[config.mk]
export PLATFORM = sky130hd
export DESIGN_NAME = traffic_phase_ctrl
export DESIGN_NICKNAME = d
export VERILOG_FILES = /design/src/rtl/traffic_pkg.sv /design/src/rtl/traffic_phase_ctrl_ped_walk_ctr.sv /design/src/rtl/traffic_phase_ctrl.sv
export SDC_FILE = /design/constraint.sdc
export NUM_CORES = 1
export LEC_CHECK = 0
export ABC_AREA = 1
export BUFFER_PORTS_ARGS = -buffer_cell sky130_fd_sc_hd__buf_2
export CAP_MARGIN = 20
export CELL_PAD_IN_SITES_DETAIL_PLACEMENT = 2
export CELL_PAD_IN_SITES_GLOBAL_PLACEMENT = 2
export CORE_ASPECT_RATIO = 2
export CORE_MARGIN = 2
export CORE_UTILIZATION = 28
export DETAILED_ROUTE_END_ITERATION = 10
export GPL_TIMING_DRIVEN = 0
export PLACE_DENSITY = 0.8
export SKIP_CTS_REPAIR_TIMING = 1
export SYNTH_ARGS = -nofsm -noshare
export SYNTH_HDL_FRONTEND = slang
export SYNTH_SLANG_ARGS = --single-unit
export TNS_END_PERCENT = 10
[constraint.sdc]
create_clock -name CLK1HZ -period 2.82 [get_ports CLK1HZ]
set_clock_uncertainty 0.05 [all_clocks]
set_input_delay 0.423 -clock CLK1HZ [delete_from_list [all_inputs] [get_ports CLK1HZ]]
set_output_delay 0.423 -clock CLK1HZ [all_outputs]
set_load 0.05 [all_outputs]
[src/rtl/traffic_pkg.sv]
// Shared types and constants for the four-way intersection phase controller.
package traffic_pkg;

  // Controller phases; the encoding is also exported on the debug `phase` port.
  typedef enum logic [3:0] {
    NS_GREEN  = 4'd0,
    NS_YELLOW = 4'd1,
    AR_NS2EW  = 4'd2,
    EWLT      = 4'd3,
    EW_GREEN  = 4'd4,
    EW_YELLOW = 4'd5,
    AR_EW2NS  = 4'd6,
    NSLT      = 4'd7,
    FLASH     = 4'd8
  } state_t;

  // One-hot {R,Y,G} lamp patterns.
  localparam logic [2:0] RED    = 3'b100;
  localparam logic [2:0] YELLOW = 3'b010;
  localparam logic [2:0] GREEN  = 3'b001;
  localparam logic [2:0] DARK   = 3'b000;

  // Digit code that blanks the pedestrian 7-segment display.
  localparam logic [3:0] BLANK = 4'd15;

  function automatic int max_of(input int a, input int b);
    return (a > b) ? a : b;
  endfunction

endpackage

[src/rtl/traffic_phase_ctrl_ped_walk_ctr.sv]
// Per-direction pedestrian logic: request latch, walk capture at green entry,
// walk countdown digit and beeper contribution.
module ped_walk_ctr
  import traffic_pkg::*;
#(
  parameter int PED_T = 10
) (
  input  logic       CLK1HZ,
  input  logic       reset,
  input  logic       btn_i,
  input  logic       green_entry_i,
  input  logic       green_exit_i,
  output logic       req_o,
  output logic [3:0] count_o,
  output logic       beep_o
);

  logic       req_q, req_d;
  logic       walk_q, walk_d;
  // Remaining audible ticks, PED_T down to 0; the shown digit is one less,
  // floored at 0, so the first tick at 0 still beeps.
  logic [3:0] cnt_q, cnt_d;

  // Next-state for request, walk flag and countdown.
  always_comb begin
    // NOTE: every combinational output gets a default first so no path leaves it unassigned (no latch).
    req_d  = req_q;
    walk_d = walk_q;
    cnt_d  = cnt_q;
    if (green_entry_i) begin
      walk_d = req_q;
      cnt_d  = 4'(PED_T);
    end else if (green_exit_i) begin
      walk_d = 1'b0;
      cnt_d  = '0;
      if (walk_q) req_d = 1'b0;
    end else if (walk_q && (cnt_q != '0)) begin
      cnt_d = cnt_q - 4'd1;
    end
    // A press on the clearing tick keeps the request alive.
    if (btn_i) req_d = 1'b1;
  end

  // Registers with asynchronous active-high reset.
  always_ff @(posedge CLK1HZ or posedge reset) begin
    // NOTE: sequential state uses non-blocking assignments so all flops update from pre-edge values.
    if (reset) begin
      req_q  <= 1'b0;
      walk_q <= 1'b0;
      cnt_q  <= '0;
    end else begin
      req_q  <= req_d;
      walk_q <= walk_d;
      cnt_q  <= cnt_d;
    end
  end

  // Display digit and beeper from the registered walk state.
  always_comb begin
    req_o   = req_q;
    beep_o  = walk_q && (cnt_q != '0);
    count_o = BLANK;
    if (walk_q) count_o = (cnt_q == '0) ? 4'd0 : (cnt_q - 4'd1);
  end

endmodule

[src/rtl/traffic_phase_ctrl.sv]
// Four-way intersection phase controller: green/yellow/all-red sequencing,
// optional protected left turns, pedestrian walks, NS emergency preemption
// and night flash. Runs on the 1 Hz tick.
module traffic_phase_ctrl
  import traffic_pkg::*;
#(
  parameter int GREEN_T  = 12,
  parameter int YELLOW_T = 3,
  parameter int ALLRED_T = 1,
  parameter int LT_T     = 5,
  parameter int PED_T    = 10
) (
  input  logic       CLK1HZ,
  input  logic       reset,
  input  logic       nslt_en,
  input  logic       ewlt_en,
  input  logic       ns_ped_btn,
  input  logic       ew_ped_btn,
  input  logic       preempt_ns,
  input  logic       flash_mode,
  output logic [2:0] ns_led,
  output logic [2:0] ew_led,
  output logic       nslt_led,
  output logic       ewlt_led,
  output logic [3:0] ns_count,
  output logic [3:0] ew_count,
  output logic       beep,
  output logic       ns_ped_req,
  output logic       ew_ped_req,
  output logic [3:0] phase
);

  localparam int MAX_T = max_of(max_of(GREEN_T, YELLOW_T), max_of(ALLRED_T, LT_T));
  localparam int TW    = $clog2(MAX_T) + 1;

  state_t          state_q, state_d;
  logic [TW-1:0]   tmr_q, tmr_d;
  logic            blink_q, blink_d;
  logic            expired;
  logic            ns_beep, ew_beep;

  // Timer load value (duration - 1) for the phase being entered.
  function automatic logic [TW-1:0] load_for(input state_t s);
    case (s)
      NS_GREEN, EW_GREEN:   return TW'(GREEN_T - 1);
      NS_YELLOW, EW_YELLOW: return TW'(YELLOW_T - 1);
      AR_NS2EW, AR_EW2NS:   return TW'(ALLRED_T - 1);
      EWLT, NSLT:           return TW'(LT_T - 1);
      default:              return '0;
    endcase
  endfunction

  assign expired = (tmr_q == '0);

  // Next phase, timer and flash blink phase.
  always_comb begin
    state_d = state_q;
    tmr_d   = tmr_q;
    blink_d = blink_q;
    case (state_q)
      NS_GREEN:  if (!preempt_ns && expired) state_d = NS_YELLOW;
      NS_YELLOW: if (expired) state_d = AR_NS2EW;
      AR_NS2EW:
        if (expired) begin
          if (preempt_ns)      state_d = AR_EW2NS;
          else if (flash_mode) state_d = FLASH;
          else if (ewlt_en)    state_d = EWLT;
          else                 state_d = EW_GREEN;
        end
      EWLT:
        if (preempt_ns)   state_d = EW_YELLOW;
        else if (expired) state_d = EW_GREEN;
      EW_GREEN:  if (preempt_ns || expired) state_d = EW_YELLOW;
      EW_YELLOW: if (expired) state_d = AR_EW2NS;
      AR_EW2NS:
        if (expired) begin
          if (preempt_ns)      state_d = NS_GREEN;
          else if (flash_mode) state_d = FLASH;
          else if (nslt_en)    state_d = NSLT;
          else                 state_d = NS_GREEN;
        end
      NSLT:      if (expired) state_d = NS_GREEN;
      FLASH: begin
        blink_d = ~blink_q;
        if (preempt_ns || !flash_mode) state_d = AR_EW2NS;
      end
      default:   state_d = NS_GREEN;
    endcase

    // Held NS green keeps the full green queued for when preempt drops.
    if (state_d != state_q)                      tmr_d = load_for(state_d);
    else if (state_q == NS_GREEN && preempt_ns)  tmr_d = load_for(NS_GREEN);
    else if (!expired)                           tmr_d = tmr_q - TW'(1);

    if (state_d == FLASH && state_q != FLASH) blink_d = 1'b1;
  end

  // Phase, timer and blink registers; reset lands directly in NS green.
  always_ff @(posedge CLK1HZ or posedge reset) begin
    if (reset) begin
      state_q <= NS_GREEN;
      tmr_q   <= TW'(GREEN_T - 1);
      blink_q <= 1'b0;
    end else begin
      state_q <= state_d;
      tmr_q   <= tmr_d;
      blink_q <= blink_d;
    end
  end

  ped_walk_ctr #(.PED_T(PED_T)) u_ns_ped (
    .CLK1HZ        (CLK1HZ),
    .reset         (reset),
    .btn_i         (ns_ped_btn),
    .green_entry_i ((state_d == NS_GREEN) && (state_q != NS_GREEN)),
    .green_exit_i  ((state_q == NS_GREEN) && (state_d != NS_GREEN)),
    .req_o         (ns_ped_req),
    .count_o       (ns_count),
    .beep_o        (ns_beep)
  );

  ped_walk_ctr #(.PED_T(PED_T)) u_ew_ped (
    .CLK1HZ        (CLK1HZ),
    .reset         (reset),
    .btn_i         (ew_ped_btn),
    .green_entry_i ((state_d == EW_GREEN) && (state_q != EW_GREEN)),
    .green_exit_i  ((state_q == EW_GREEN) && (state_d != EW_GREEN)),
    .req_o         (ew_ped_req),
    .count_o       (ew_count),
    .beep_o        (ew_beep)
  );

  assign beep  = ns_beep | ew_beep;
  assign phase = state_q;

  // Lamp drive decoded from the current phase.
  always_comb begin
    ns_led   = RED;
    ew_led   = RED;
    nslt_led = 1'b0;
    ewlt_led = 1'b0;
    case (state_q)
      NS_GREEN:  ns_led = GREEN;
      NS_YELLOW: ns_led = YELLOW;
      EW_GREEN:  ew_led = GREEN;
      EW_YELLOW: ew_led = YELLOW;
      EWLT:      ewlt_led = 1'b1;
      NSLT:      nslt_led = 1'b1;
      FLASH: begin
        ns_led = blink_q ? YELLOW : DARK;
        ew_led = blink_q ? RED : DARK;
      end
      default: ;
    endcase
  end

endmodule

==> run metrics <==
placeable core area 6569 um^2; number of I/O port buffers 30; largest stage delay on the critical path 0.57 ns; wire length of the first global-routing pass 10.02 mm; Hold Path End u_ew_ped.req_o; family with the most delay on the worst path simple AND/OR/NAND/NOR gates; Syn Std Cell Area 1877 um^2; Netlist cell types 27; required time worst endpoint 2.91 ns; iteration-0 DRC count of the detailed router 67; number of hold violations in the final report 0; vias in the first global route 2176; sequential fraction of the synthesis area 29.53%; Worst slew margin 39.19%; routed vias/inst 4.779; Cells after Synth 280; CP Launch Type flop; Filler Cells Inserted 802; reg-to-reg setup timing slack 0.06 ns; Crit Path Category flop to flop; overflow left after global routing 0; root buffer cell clkbuf_16; cell row count 42; half-perimeter wire length after placement 4.981 mm; final-report max-slew violation count 0; Nets 346; GRT Overall Usage 18.20%; clock latency of the later-clocked register in the worst-skew pair 0.26 ns; crit path max fanout 7; data arrival time of the critical path 2.85 ns; WL final 6.531 mm; top library cells by usage in the layout, fill and taps aside 73 x nand2_1, 34 x inv_1, 30 x buf_2, 24 x nor2_1, 19 x dfrtp_1; hold_ws 0.2887 ns; count of synthesis-stage warnings from yosys 0; run status finished, final reports clean; worst hold path stage count 3; source of the critical timing path tmr_q[0]; worst r2r src tmr_q[0]; Die H 119.8 um; max-cap viol count 0; Crit Reg-Reg Endpoint u_ns_ped.cnt_q[1]; slew at the pin with the worst max-slew slack 0.9111 ns; CP Capture Type flop; Die Footprint 7413 um^2; Crit-path slowest cell dfstp_2; count of antenna-violating nets left after detailed routing 0; number of standard cells in the layout, taps in and fillers out 416; growth of design area from synthesis to finish 32.07%; post-synth net total 297; Boundary Pins 31; CTS sink count 22; final weighted congestion in routability-driven placement 0.8203; syn avg cell area 6.703 um^2; share of layout cells above drive strength 1 36.89%; routed via count 1988; final cycle utilization of the critical path 97.93%; Fmax achieved 362.1 MHz; number of antenna cells inserted 0; Num CTS Buffers 3; number of instances in the placed design 398; count of unresolved DRC violations after routing 0; number of setup violations in the final report 0; clock tree from TritonCTS built; largest buffer count on any clock path 2; 1st-pass router iterations 4; list of cells traversed by the critical path inv_4 -> ha_4 -> inv_2 -> nor2_4 -> nand2_4 -> nand2_2 -> nand2_2 -> nand2_1 -> inv_2 -> nand3_4 -> nor3_4 -> inv_2 -> nor2_4 -> inv_1 -> ha_2 -> nor2_2 -> nand2_2 -> o21ai_0 -> o21ai_0; maximum number of pins on one net before global-route repair 23; Final Critical Period 2.762 ns; start point of the worst hold path ew_ped_btn; total buffers and inverters traversed by the critical path 5; Initial Utilization 28.57%; most frequent standard cell in the layout excluding fill and tap cells nand2_1; mean routed wirelength per cell 15.70 um; path class of the lowest-slack min-delay path input port to flop; width of the die 61.89 um; number of synthesized register bits 22; number of antenna violations at the first check in global routing 0; Reg clk slew, reported paths 0.06 ns; depth of the most critical reg-to-reg path 19; number of H-tree levels 1
## state kept, by name (all words and copies together) (netlist names)
signal,flops
u_ew_ped.cnt_q,4
phase,4
u_ew_ped.walk_q,1
u_ew_ped.req_o,1
blink_q,1
tmr_q,5
u_ns_ped.walk_q,1
u_ns_ped.req_o,1
u_ns_ped.cnt_q,4
## cells in the mapped netlist
cell      number  share of area [%]
inv_2          5                1.0
o21ai_1        1               0.27
nand3_1        7                1.9
inv_1         42                8.4
xnor2_1        2               0.93
nand4_1        8                2.7
o31ai_1        4                1.6
dfstp_2        3                4.2
inv_4          1               0.33
o22ai_1        2               0.67
nor3_1         4                1.1
a211o_1        1               0.47
xor2_1         2               0.93
a21oi_2        1               0.47
nor2_2         9                3.0
nor2_4         5                3.0
a211oi_2       1               0.67
nand2_4        3                1.8
nor2_1        30                6.0
o21ai_0       13                3.5
ha_1           9                6.0
a21oi_1       12                3.2
dfrtp_1       19                 25
nand2_2       11                3.7
nand2_1       80                 16
nand3_2        4                2.1
a21oi_4        1               0.87
## kinds of logic (layout without fill, tap and decap cells)
| logic type | after synthesis | count (layout) | share of synthesized area, % |
|---|---|---|---|
| adders and majority gates | 9 | 9 | 6.000 |
| buffers and inverters | 48 | 96 | 9.734 |
| AOI/OAI and AO/OA | 36 | 36 | 11.67 |
| xor gates and xnor gates | 4 | 4 | 1.867 |
| DFF | 22 | 22 | 29.53 |
| and+or+nand+nor | 161 | 161 | 41.20 |
## routing by layer
layer / part of all wire (%) / track usage (%) / up-vias
met2: 63 / 35.99 / 18
met3: 1.2 / 1.616 / 10
met4: 2.3 / 7.713 / 0
li1: - / - / 971
met1: 34 / 17.11 / 989
met5: 0 / 0 / -
## worst max path at each step
stage	end	slack [ns]	cells past startpoint
after floorplan	u_ew_ped.cnt_q[1]	-0.02	16
after detailed placement	u_ew_ped.cnt_q[3]	-0.60	20
after global placement	u_ew_ped.cnt_q[3]	-0.49	20
final	u_ns_ped.cnt_q[1]	0.06	19
after CTS	u_ew_ped.cnt_q[3]	-0.66	20
after global routing	u_ns_ped.cnt_q[1]	-0.12	19
## worst register-to-register path, cell delays in order (launching register included)
cell and delay [ns]:
dfstp_2 0.57, inv_4 0.06, ha_4 0.16, inv_2 0.06
nor2_4 0.04, nand2_4 0.12, nand2_2 0.10, nand2_2 0.08
nand2_1 0.07, inv_2 0.09, nand3_4 0.10, nor3_4 0.21
inv_2 0.09, nor2_4 0.12, inv_1 0.07, ha_2 0.21
nor2_2 0.15, nand2_2 0.11, o21ai_0 0.09, o21ai_0 0.10
## stage by stage
| stage | setup WS (ns) | area, um^2 | TNS (ns) | utilization, % |
|---|---|---|---|---|
| after global routing | -0.1231 | 2479 | -0.4974 | 37.73 |
| after global placement | -0.4894 | 2142 | -2.675 | 32.61 |
| after detailed placement | -0.6005 | 2142 | -3.914 | 32.61 |
| after floorplan | -0.02306 | 1882 | -0.02306 | - |
| after CTS | -0.6637 | 2221 | -4.216 | 33.81 |
| final | 0.05843 | 2479 | 0 | 37.73 |
## final cells by class
cell class / count / area [um^2] / share of cell area, %
Tap cell: 88 / 110.1 / 4.442
Timing Repair Buffer: 44 / 259.0 / 10.45
Multi-Input combinational cell: 210 / 1291 / 52.09
Clock buffer: 4 / 78.83 / 3.180
Inverter: 48 / 185.2 / 7.471
Sequential cell: 22 / 554.3 / 22.36
Power is not shown: default switching activity piles up to over one toggle a cycle in this logic, so the estimate is an artifact.
